### config.mk
export PLATFORM = sky130hd
export DESIGN_NAME = bist_fail_logger
export DESIGN_NICKNAME = d
export VERILOG_FILES = /design/src/rtl/bist_pkg.sv /design/src/rtl/bist_fail_fifo.sv /design/src/rtl/bist_fail_logger.sv
export SDC_FILE = /design/constraint.sdc
export NUM_CORES = 1
export LEC_CHECK = 0
export BUFFER_PORTS_ARGS = -buffer_cell sky130_fd_sc_hd__buf_2
export CAP_MARGIN = 20
export CORE_ASPECT_RATIO = 1.25
export CORE_MARGIN = 2
export CORE_UTILIZATION = 55
export CTS_BUF_LIST = sky130_fd_sc_hd__clkbuf_8
export DETAILED_ROUTE_END_ITERATION = 8
export PLACE_DENSITY = 0.76
export SLEW_MARGIN = 10
export SYNTH_ARGS = -nofsm -noshare
export SYNTH_HDL_FRONTEND = slang
export SYNTH_SLANG_ARGS = --single-unit
### constraint.sdc
create_clock -name clk -period 6 [get_ports clk]
set_input_delay 0.3 -clock clk [delete_from_list [all_inputs] [get_ports clk]]
set_output_delay 0.3 -clock clk [all_outputs]
set_load 0.02 [all_outputs]
### src/rtl/bist_pkg.sv
// Shared types and default sizing for the BIST fail logger and its record FIFO.
package bist_pkg;

  localparam int SIZE   = 6;
  localparam int LENGTH = 8;
  localparam int DEPTH  = 4;
  localparam int CNT_W  = 8;

  typedef enum logic [1:0] {
    IDLE  = 2'd0,
    ARMED = 2'd1,
    RUN   = 2'd2,
    DONE  = 2'd3
  } logger_state_t;

  typedef struct packed {
    logic [SIZE-1:0]   addr;
    logic [LENGTH-1:0] exp;
    logic [LENGTH-1:0] act;
  } fail_rec_t;

endpackage

### src/rtl/bist_fail_fifo.sv
// First-word-fall-through FIFO of fail records; dout shows the head entry
// straight from registered storage, so a push into an empty FIFO is visible after that edge.
module bist_fail_fifo
  import bist_pkg::*;
#(
  parameter int DEPTH = 4
) (
  input  logic      clk,
  input  logic      rst,
  input  logic      clr,
  input  logic      push,
  input  fail_rec_t din,
  input  logic      pop,
  output fail_rec_t dout,
  output logic      empty,
  output logic      full
);

  localparam int AW = $clog2(DEPTH);
  localparam logic [AW:0] FULL_CNT = (AW+1)'(DEPTH);

  fail_rec_t     r_mem [DEPTH];
  logic [AW-1:0] r_wr_ptr;
  logic [AW-1:0] r_rd_ptr;
  logic [AW:0]   r_count;
  logic          w_pop;
  logic          w_push;

  assign empty = (r_count == '0);
  assign full  = (r_count == FULL_CNT);
  assign dout  = r_mem[r_rd_ptr];

  // A push into a full FIFO is legal only when the head leaves in the same cycle.
  assign w_pop  = pop && !empty;
  assign w_push = push && (!full || w_pop);

  always_ff @(posedge clk) begin
    if (rst) begin
      r_wr_ptr <= '0;
      r_rd_ptr <= '0;
      r_count  <= '0;
      for (int i = 0; i < DEPTH; i++) begin
        r_mem[i] <= '0;
      end
    end else if (clr) begin
      r_wr_ptr <= '0;
      r_rd_ptr <= '0;
      r_count  <= '0;
    end else begin
      if (w_push) begin
        r_mem[r_wr_ptr] <= din;
        r_wr_ptr        <= r_wr_ptr + AW'(1);
      end
      if (w_pop) begin
        r_rd_ptr <= r_rd_ptr + AW'(1);
      end
      case ({w_push, w_pop})
        2'b10:   r_count <= r_count + (AW+1)'(1);
        2'b01:   r_count <= r_count - (AW+1)'(1);
        default: r_count <= r_count;
      endcase
    end
  end

endmodule

### src/rtl/bist_fail_logger.sv
// Logs BIST compare fails into a small record FIFO and keeps a saturating fail
// count, a sticky overflow flag and the run-level done/pass verdict.
module bist_fail_logger #(
  parameter int SIZE   = bist_pkg::SIZE,
  parameter int LENGTH = bist_pkg::LENGTH,
  parameter int DEPTH  = bist_pkg::DEPTH,
  parameter int CNT_W  = bist_pkg::CNT_W
) (
  input  logic              clk,
  input  logic              rst,
  input  logic              start,
  input  logic              test_active,
  input  logic              fail,
  input  logic [SIZE-1:0]   fail_addr,
  input  logic [LENGTH-1:0] fail_exp,
  input  logic [LENGTH-1:0] fail_act,
  output logic              rec_valid,
  input  logic              rec_ready,
  output logic [SIZE-1:0]   rec_addr,
  output logic [LENGTH-1:0] rec_exp,
  output logic [LENGTH-1:0] rec_act,
  output logic [CNT_W-1:0]  fail_count,
  output logic              overflow,
  output logic              done,
  output logic              pass
);

  import bist_pkg::*;

  logger_state_t    r_state;
  logic [CNT_W-1:0] r_fail_count;
  logic             r_overflow;
  logic             r_done;
  logic             r_pass;

  fail_rec_t w_din;
  fail_rec_t w_head;
  logic      w_empty;
  logic      w_full;
  logic      w_pop;
  logic      w_capture;
  logic      w_push;
  logic      w_drop;

  assign w_din.addr = fail_addr;
  assign w_din.exp  = fail_exp;
  assign w_din.act  = fail_act;

  // start wins over capture, so a fail on the start cycle is never logged.
  assign w_capture = (r_state == RUN) && test_active && fail && !start;
  assign w_pop     = !w_empty && rec_ready;
  assign w_push    = w_capture && (!w_full || w_pop);
  assign w_drop    = w_capture && w_full && !w_pop;

  bist_fail_fifo #(
    .DEPTH (DEPTH)
  ) u_fifo (
    .clk   (clk),
    .rst   (rst),
    .clr   (start),
    .push  (w_push),
    .din   (w_din),
    .pop   (w_pop),
    .dout  (w_head),
    .empty (w_empty),
    .full  (w_full)
  );

  always_ff @(posedge clk) begin
    if (rst) begin
      r_state      <= IDLE;
      r_fail_count <= '0;
      r_overflow   <= 1'b0;
      r_done       <= 1'b0;
      r_pass       <= 1'b0;
    end else if (start) begin
      r_state      <= ARMED;
      r_fail_count <= '0;
      r_overflow   <= 1'b0;
      r_done       <= 1'b0;
      r_pass       <= 1'b0;
    end else begin
      if (w_capture && (r_fail_count != '1)) begin
        r_fail_count <= r_fail_count + CNT_W'(1);
      end
      if (w_drop) begin
        r_overflow <= 1'b1;
      end
      case (r_state)
        IDLE: r_state <= IDLE;
        ARMED: begin
          if (test_active) begin
            r_state <= RUN;
          end
        end
        RUN: begin
          // No capture on the exit cycle, so the count here is final.
          if (!test_active) begin
            r_state <= DONE;
            r_done  <= 1'b1;
            r_pass  <= (r_fail_count == '0);
          end
        end
        DONE: r_state <= DONE;
        default: begin
          r_state <= IDLE;
          r_done  <= 1'b0;
          r_pass  <= 1'b0;
        end
      endcase
    end
  end

  assign rec_valid  = !w_empty;
  assign rec_addr   = w_empty ? '0 : w_head.addr;
  assign rec_exp    = w_empty ? '0 : w_head.exp;
  assign rec_act    = w_empty ? '0 : w_head.act;
  assign fail_count = r_fail_count;
  assign overflow   = r_overflow;
  assign done       = r_done;
  assign pass       = r_pass;

endmodule

---- Yosys cells after proc, flatten, opt, wreduce, memory -nomap -nowiden ----
Memories as Yosys holds them, arrays and structs flattened. A register that Yosys moved wholly into a read port is not among the register bits.
Cells that the tools add are included.
word-level totals
  bits in registers ....................... 20
  output and inout bits ................... 34
  logic and storage cells ................. 71
  bits in writable memories ............... 88
  memories ................................ 1
  bits in latches ......................... 0
  bits in read-only memories .............. 0
cells by class
  $lt $le $gt $ge ......................... 0
  shifts and indexed selects .............. 0
  muxes and demuxes ....................... 19
  bitwise operators ....................... 1
  multipliers ............................. 0
  reduce and logical (&&, ||, !) cells .... 25
  eq/ne operators ......................... 11
  add/subtract/negate cells ............... 5
  div/mod/pow operators ................... 0
memories
  name          depth  bits a word  rd ports  clocked after Yosys merged registers in  wr ports  line                  source
  u_fifo.r_mem  4      22           1         1                                        4         bist_fail_fifo.sv:22  fail_rec_t r_mem [DEPTH];
operators by type and width
  operator                                                            number
  22-bit 2-to-1 mux                                                   1
  22-bit OR reduction                                                 1
  8-bit 2-to-1 mux                                                    2
  1-bit logical AND                                                   10
  2-bit 2-to-1 mux                                                    5
  8-bit by 1-bit adder with 8-bit output, second input constant       1
  8-bit logical NOT                                                   1
  1-bit 2-to-1 mux                                                    8
  8-bit inequality test, second input constant                        1
  2-bit one-hot mux with 4 select lines                               1
  2-bit == test, second input constant                                3
  6-bit 2-to-1 mux                                                    1
  3-bit inequality test, second input constant                        2
  3-bit one-hot mux with 2 select lines                               1
  2-bit AND reduction                                                 3
  2-bit by 1-bit adder with 2-bit output, second input constant       2
  2-bit by 1-bit == test with 1-bit output, second input constant     2
  1-bit logical NOT                                                   4
  2-bit inequality test, second input constant                        2
  3-bit by 1-bit adder with 3-bit output, second input constant       1
  3-bit == test, second input constant                                1
  3-bit logical NOT                                                   1
  3-bit by 1-bit subtractor with 3-bit output, second input constant  1
  2-bit logical NOT                                                   1
  4 further kinds                                                     5

---- Longest topological paths before layout ----
  word-level depth ........................ 12
  gate-level depth with buffers ........... 10

---- Modules after synthesis ----
From an unflattened synthesis, not the netlist that was laid out.
second synthesis, totals
  cells, all modules ...................... 414
  area total of the unflattened synthesis .. 5,401.4 um^2
by module, submodules not included
  module            seq. area each (um^2)  cells an instance  times used  area an instance (um^2)
  bist_fail_fifo    2,822.7                308                1           4,469.3
  bist_fail_logger  260.2                  106                1           932.1

---- Worst setup path before layout ----
No wires, ideal clock.
  path kind ............................... register to register
  from .................................... reg u_fifo.r_count[0]
  to ...................................... reg u_fifo.r_count[2]
  setup slack ............................. 3.527 ns
  data arrival time ....................... 2.403 ns
  buffers on the path ..................... 2
  stages on the path, launching flop included .. 11
  clock period less this slack ............ 2.473 ns
  library setup time ...................... 0.070 ns
  path through ............................ dfxtp_1 nor4b_1 or3_1 buf_6 clkbuf_1 ha_1 inv_1 fa_1 xor2_1 or3_1 a21oi_1
between the ends
  cells in the longest elaborated chain, start to end .. 8
  elaborated cells on any way between the ends .. 16
ends and longest elaborated chain
  what                                                                         line                                          source
  start: declaration                                                           bist_fail_fifo.sv:25                          logic [AW:0] r_count;
  start signal: assignment                                                     bist_fail_fifo.sv:58                          2'b10: r_count <= r_count + (AW+1)'(1);
  start signal: assignment                                                     bist_fail_fifo.sv:59                          2'b01: r_count <= r_count - (AW+1)'(1);
  start signal: assignment                                                     bist_fail_fifo.sv:60                          default: r_count <= r_count;
  3-bit logical NOT                                                            bist_fail_fifo.sv:29                          assign empty = (r_count == '0);
  1-bit logical NOT                                                            bist_fail_fifo.sv:34, bist_fail_logger.sv:51
  1-bit logical AND                                                            bist_fail_logger.sv:51                        assign w_pop = !w_empty && rec_ready;
  1-bit logical OR or 1-bit logical AND (tied branches)                        bist_fail_logger.sv:52, bist_fail_fifo.sv:34
  1-bit logical AND or 1-bit logical OR (tied branches)                        bist_fail_logger.sv:52, bist_fail_fifo.sv:35
  1-bit logical AND                                                            bist_fail_fifo.sv:35                          assign w_push = push && (!full || w_pop);
  2-bit by 1-bit == test with 1-bit output or 2-bit == test (tied branches)    bist_fail_fifo.sv:57                          case ({w_push, w_pop})
  3-bit one-hot mux with 2 select lines or 2-bit nonzero test (tied branches)  --
Parallel ways exist; a longest one is shown, timed or not.
A chain may end at the register's enable or synchronous reset.

==> out/summary.txt <==
Final Hold Violating Endpoints -> 0
PwrDens -> 247.1 mW/mm^2
Largest net degree at the start of global routing -> 30
Nets@finish -> 471
Drc violations -> 0
Seq cells post-synth -> 110
Layout area overhead -> 12.48%
Syn Nets -> 418
Delay-heaviest family, CP -> simple AND/OR/NAND/NOR gates
Final WL -> 9.658 mm
Crit-path slowest cell -> or3_1
First-pass GRT wire length -> 15.07 mm
PortBufs -> 61
CP bufs+invs -> 1
Yosys cell types -> 39
Post-CTS Setup Repair Bufs -> 0
Worst setup skew after layout -> 0.005862 ns
Final worst-path cycle share -> 0.5891
Core Area -> 0.008701 sq mm
Clock latency on the worst-skew pair -> 0.37 ns
Register clock-pin slew on the reported worst setup and hold paths -> 0.10 ns
Via count -> 3117
RSZ-0062 raised after global routing -> no
Post-synth ARST share -> 0
Worst slew pin tran -> 1.076 ns
CP Capture Type -> register
Routed Antenna Nets -> 0
Rel. slew slack -> 0.2827
Yosys synthesis warning count -> 0
Crit path DAT -> 3.67 ns
Critical-path cell list -> nor4b_1 -> or3_1 -> or3_1 -> nand2b_1 -> buf_6
Total CTS buffers -> 9
HPWL after DPL -> 6.282 mm
PostCTS Resize Cnt -> 0
Gate Count Post-Synth -> 386
RePlAce Congestion -> 0.8255
Slew Viols, Final -> 0
Critical path fanouts, max -> 29
Initial antenna violation count -> 0
Crit path launch type -> register
Mean Syn Cell Area -> 12.83 sq um
Worst R2R End -> u_fifo.r_mem[0][11]
Max-cap violations -> 0
Row count -> 38
Reg2reg setup slack -> 2.47 ns
Ys flop type -> edfxtp_1
TritonRoute pass-1 iters -> 4
Bufs on Longest Clock Path -> 2
Setup CP Type -> register to register
GRT Total Usage -> 0.2107
Hold EP -> r_state[0]
First DRT Iteration DRCs -> 211
Setup Total Neg Slack -> 0 ns
IO Pins -> 62
Die ar. -> 0.009781 sq mm
Most common cell after layout, fill and taps aside -> nor2_1
Final setup vio count -> 0
H-tree depth -> 3
# diodes -> 0
Die X -> 88.86 microns
Worst ir drop on vdd -> 0.1689 mV
Pleak -> 2.055 nW
CTS Hold Bufs -> 0
Hold Path Stages -> 3
R2r startpoint -> u_fifo.r_count[0]
Via density per instance -> 5.527
CP peak stage delay -> 0.89 ns
Critical Path RT -> 6.13 ns
Post-synth EDFFs -> 88
Worst Setup Slack, final -> 2.466 ns
Min Tclk post-route -> 3.534 ns
Layout cell share with drive strength beyond 1 -> 0.2613
Vias in the first global route -> 3112
Fmax -> 282.9 MHz
Clk sink count -> 110
Hold_sp -> start
CTS Root Cell -> clkbuf_8
Height of the die -> 110.1 microns
Pre-CTS WS -> 2.192 ns
Wire per inst -> 17.12 microns
Sequential fraction of the synthesis area -> 0.6227
Reg2Reg Depth -> 5
Outcome -> finished, final reports clean
Initial core utilization -> 0.5690
Hold Crit Class -> input port to register
Crit path top cell by count -> or3_1
Most frequent cells in the layout -> nor2_1 (99), edfxtp_1 (88), buf_2 (61)
Total gr overflow -> 0
Post-Syn Area -> 0.004951 sq mm
CTS tree -> built
-- cell families after synthesis --
logic type	count (synthesis)	synth area share
flip-flops	110	0.6227
AND/OR/NAND/NOR	189	0.1926
XOR/XNOR	6	0.01062
buffers and inverters	33	0.03361
adder cells (fa/ha/maj)	5	0.01365
AO/OA/AOI/OAI	20	0.02477
multiplexers	23	0.1021
-- synthesized netlist by cell type, types with 2 or more instances --
cell	instances	area (sq um)
o21ai_0	4	20.02
or3_1	7	43.79
buf_6	5	56.30
and3_1	2	12.51
buf_2	4	20.02
xor2_1	3	26.28
a211oi_1	3	22.52
xnor2_1	3	26.28
nand3_1	6	30.03
edfxtp_1	88	2643
nor2_1	99	371.6
nand2b_1	27	168.9
nor4b_1	2	17.52
nand4_1	2	12.51
a21oi_1	8	40.04
inv_1	9	33.78
nor2_2	9	56.30
a21o_1	2	15.01
and2_1	23	143.9
clkbuf_1	15	56.30
nand2_1	3	11.26
mux4_2	22	495.5
ha_1	3	37.54
dfxtp_1	22	440.4
-- stage by stage --
step	hold slack [ns]	instances	cell area (sq um)	power, W	util
final	0.2051	564	5569	0.001376	0.6401
after global routing	0.2281	564	5569	0.001421	0.6401
after CTS	0.1865	562	5530	0.001382	0.6356
after detailed placement	0.4626	546	5316	0.0009239	0.6110
after global placement	0.4545	545	5289	0.0009183	0.6079
after floorplan	0.4206	386	4951	0.0008968	-
-- flip-flops by register name, summed over array words and instances (netlist names), named ones only --
signal / cells
u_fifo.r_rd_ptr: 2
fail_count: 8
overflow: 1
u_fifo.r_count: 3
u_fifo.r_mem: 88
u_fifo.r_wr_ptr: 2
done: 1
pass: 1
r_state: 2
-- power breakdown --
| group | internal [W] | leakage [nW] | switching (W) |
|---|---|---|---|
| clock | 0.000233 | 0.110 | 0.000235 |
| combinational | 0.0000240 | 0.861 | 0.0000359 |
| sequential | 0.000841 | 1.08 | 0.00000750 |
| total | 0.00110 | 2.05 | 0.000279 |
-- metal layers --
metal	global-route usage	share of wire	up-vias
li1	-	-	1470
met1	0.2499	0.37	1500
met2	0.3555	0.53	120
met3	0.03202	0.063	27
met4	0.1342	0.040	0
met5	0	0	-
-- worst register-to-register path, stage by stage (launching register included) --
cell	delay, ns
dfxtp_1	0.35
nor4b_1	0.40
or3_1	0.89
or3_1	0.80
nand2b_1	0.54
buf_6	0.32
-- worst max-delay path by stage --
| stage | end | cells after the start | slack (ns) | from |
|---|---|---|---|---|
| 5_1_grt | u_fifo.r_mem[0][9] | 5 | 2.20 | u_fifo.r_count[0] |
| 3_5_place_dp | u_fifo.r_mem[1][15] | 5 | 2.19 | rec_ready |
| 6_report | u_fifo.r_mem[0][11] | 5 | 2.47 | u_fifo.r_count[0] |
| 2_1_floorplan | u_fifo.r_count[2] | 10 | 3.53 | u_fifo.r_count[0] |
| 3_3_place_gp | u_fifo.r_mem[1][8] | 5 | 2.40 | rec_ready |
| 4_1_cts | u_fifo.r_mem[0][18] | 4 | 2.21 | u_fifo.r_count[0] |
-- area by class of cell --
| class | instances | area (sq um) |
|---|---|---|
| tap | 120 | 150.1 |
| multi-input combinational | 243 | 1702 |
| fill | 685 | 3132 |
| clock inverter | 7 | 90.09 |
| clock buffer | 9 | 123.9 |
| sequential | 110 | 3083 |
| timing repair buffer | 66 | 386.6 |
| inverter | 9 | 33.78 |
(Power assumes the default switching activity.)
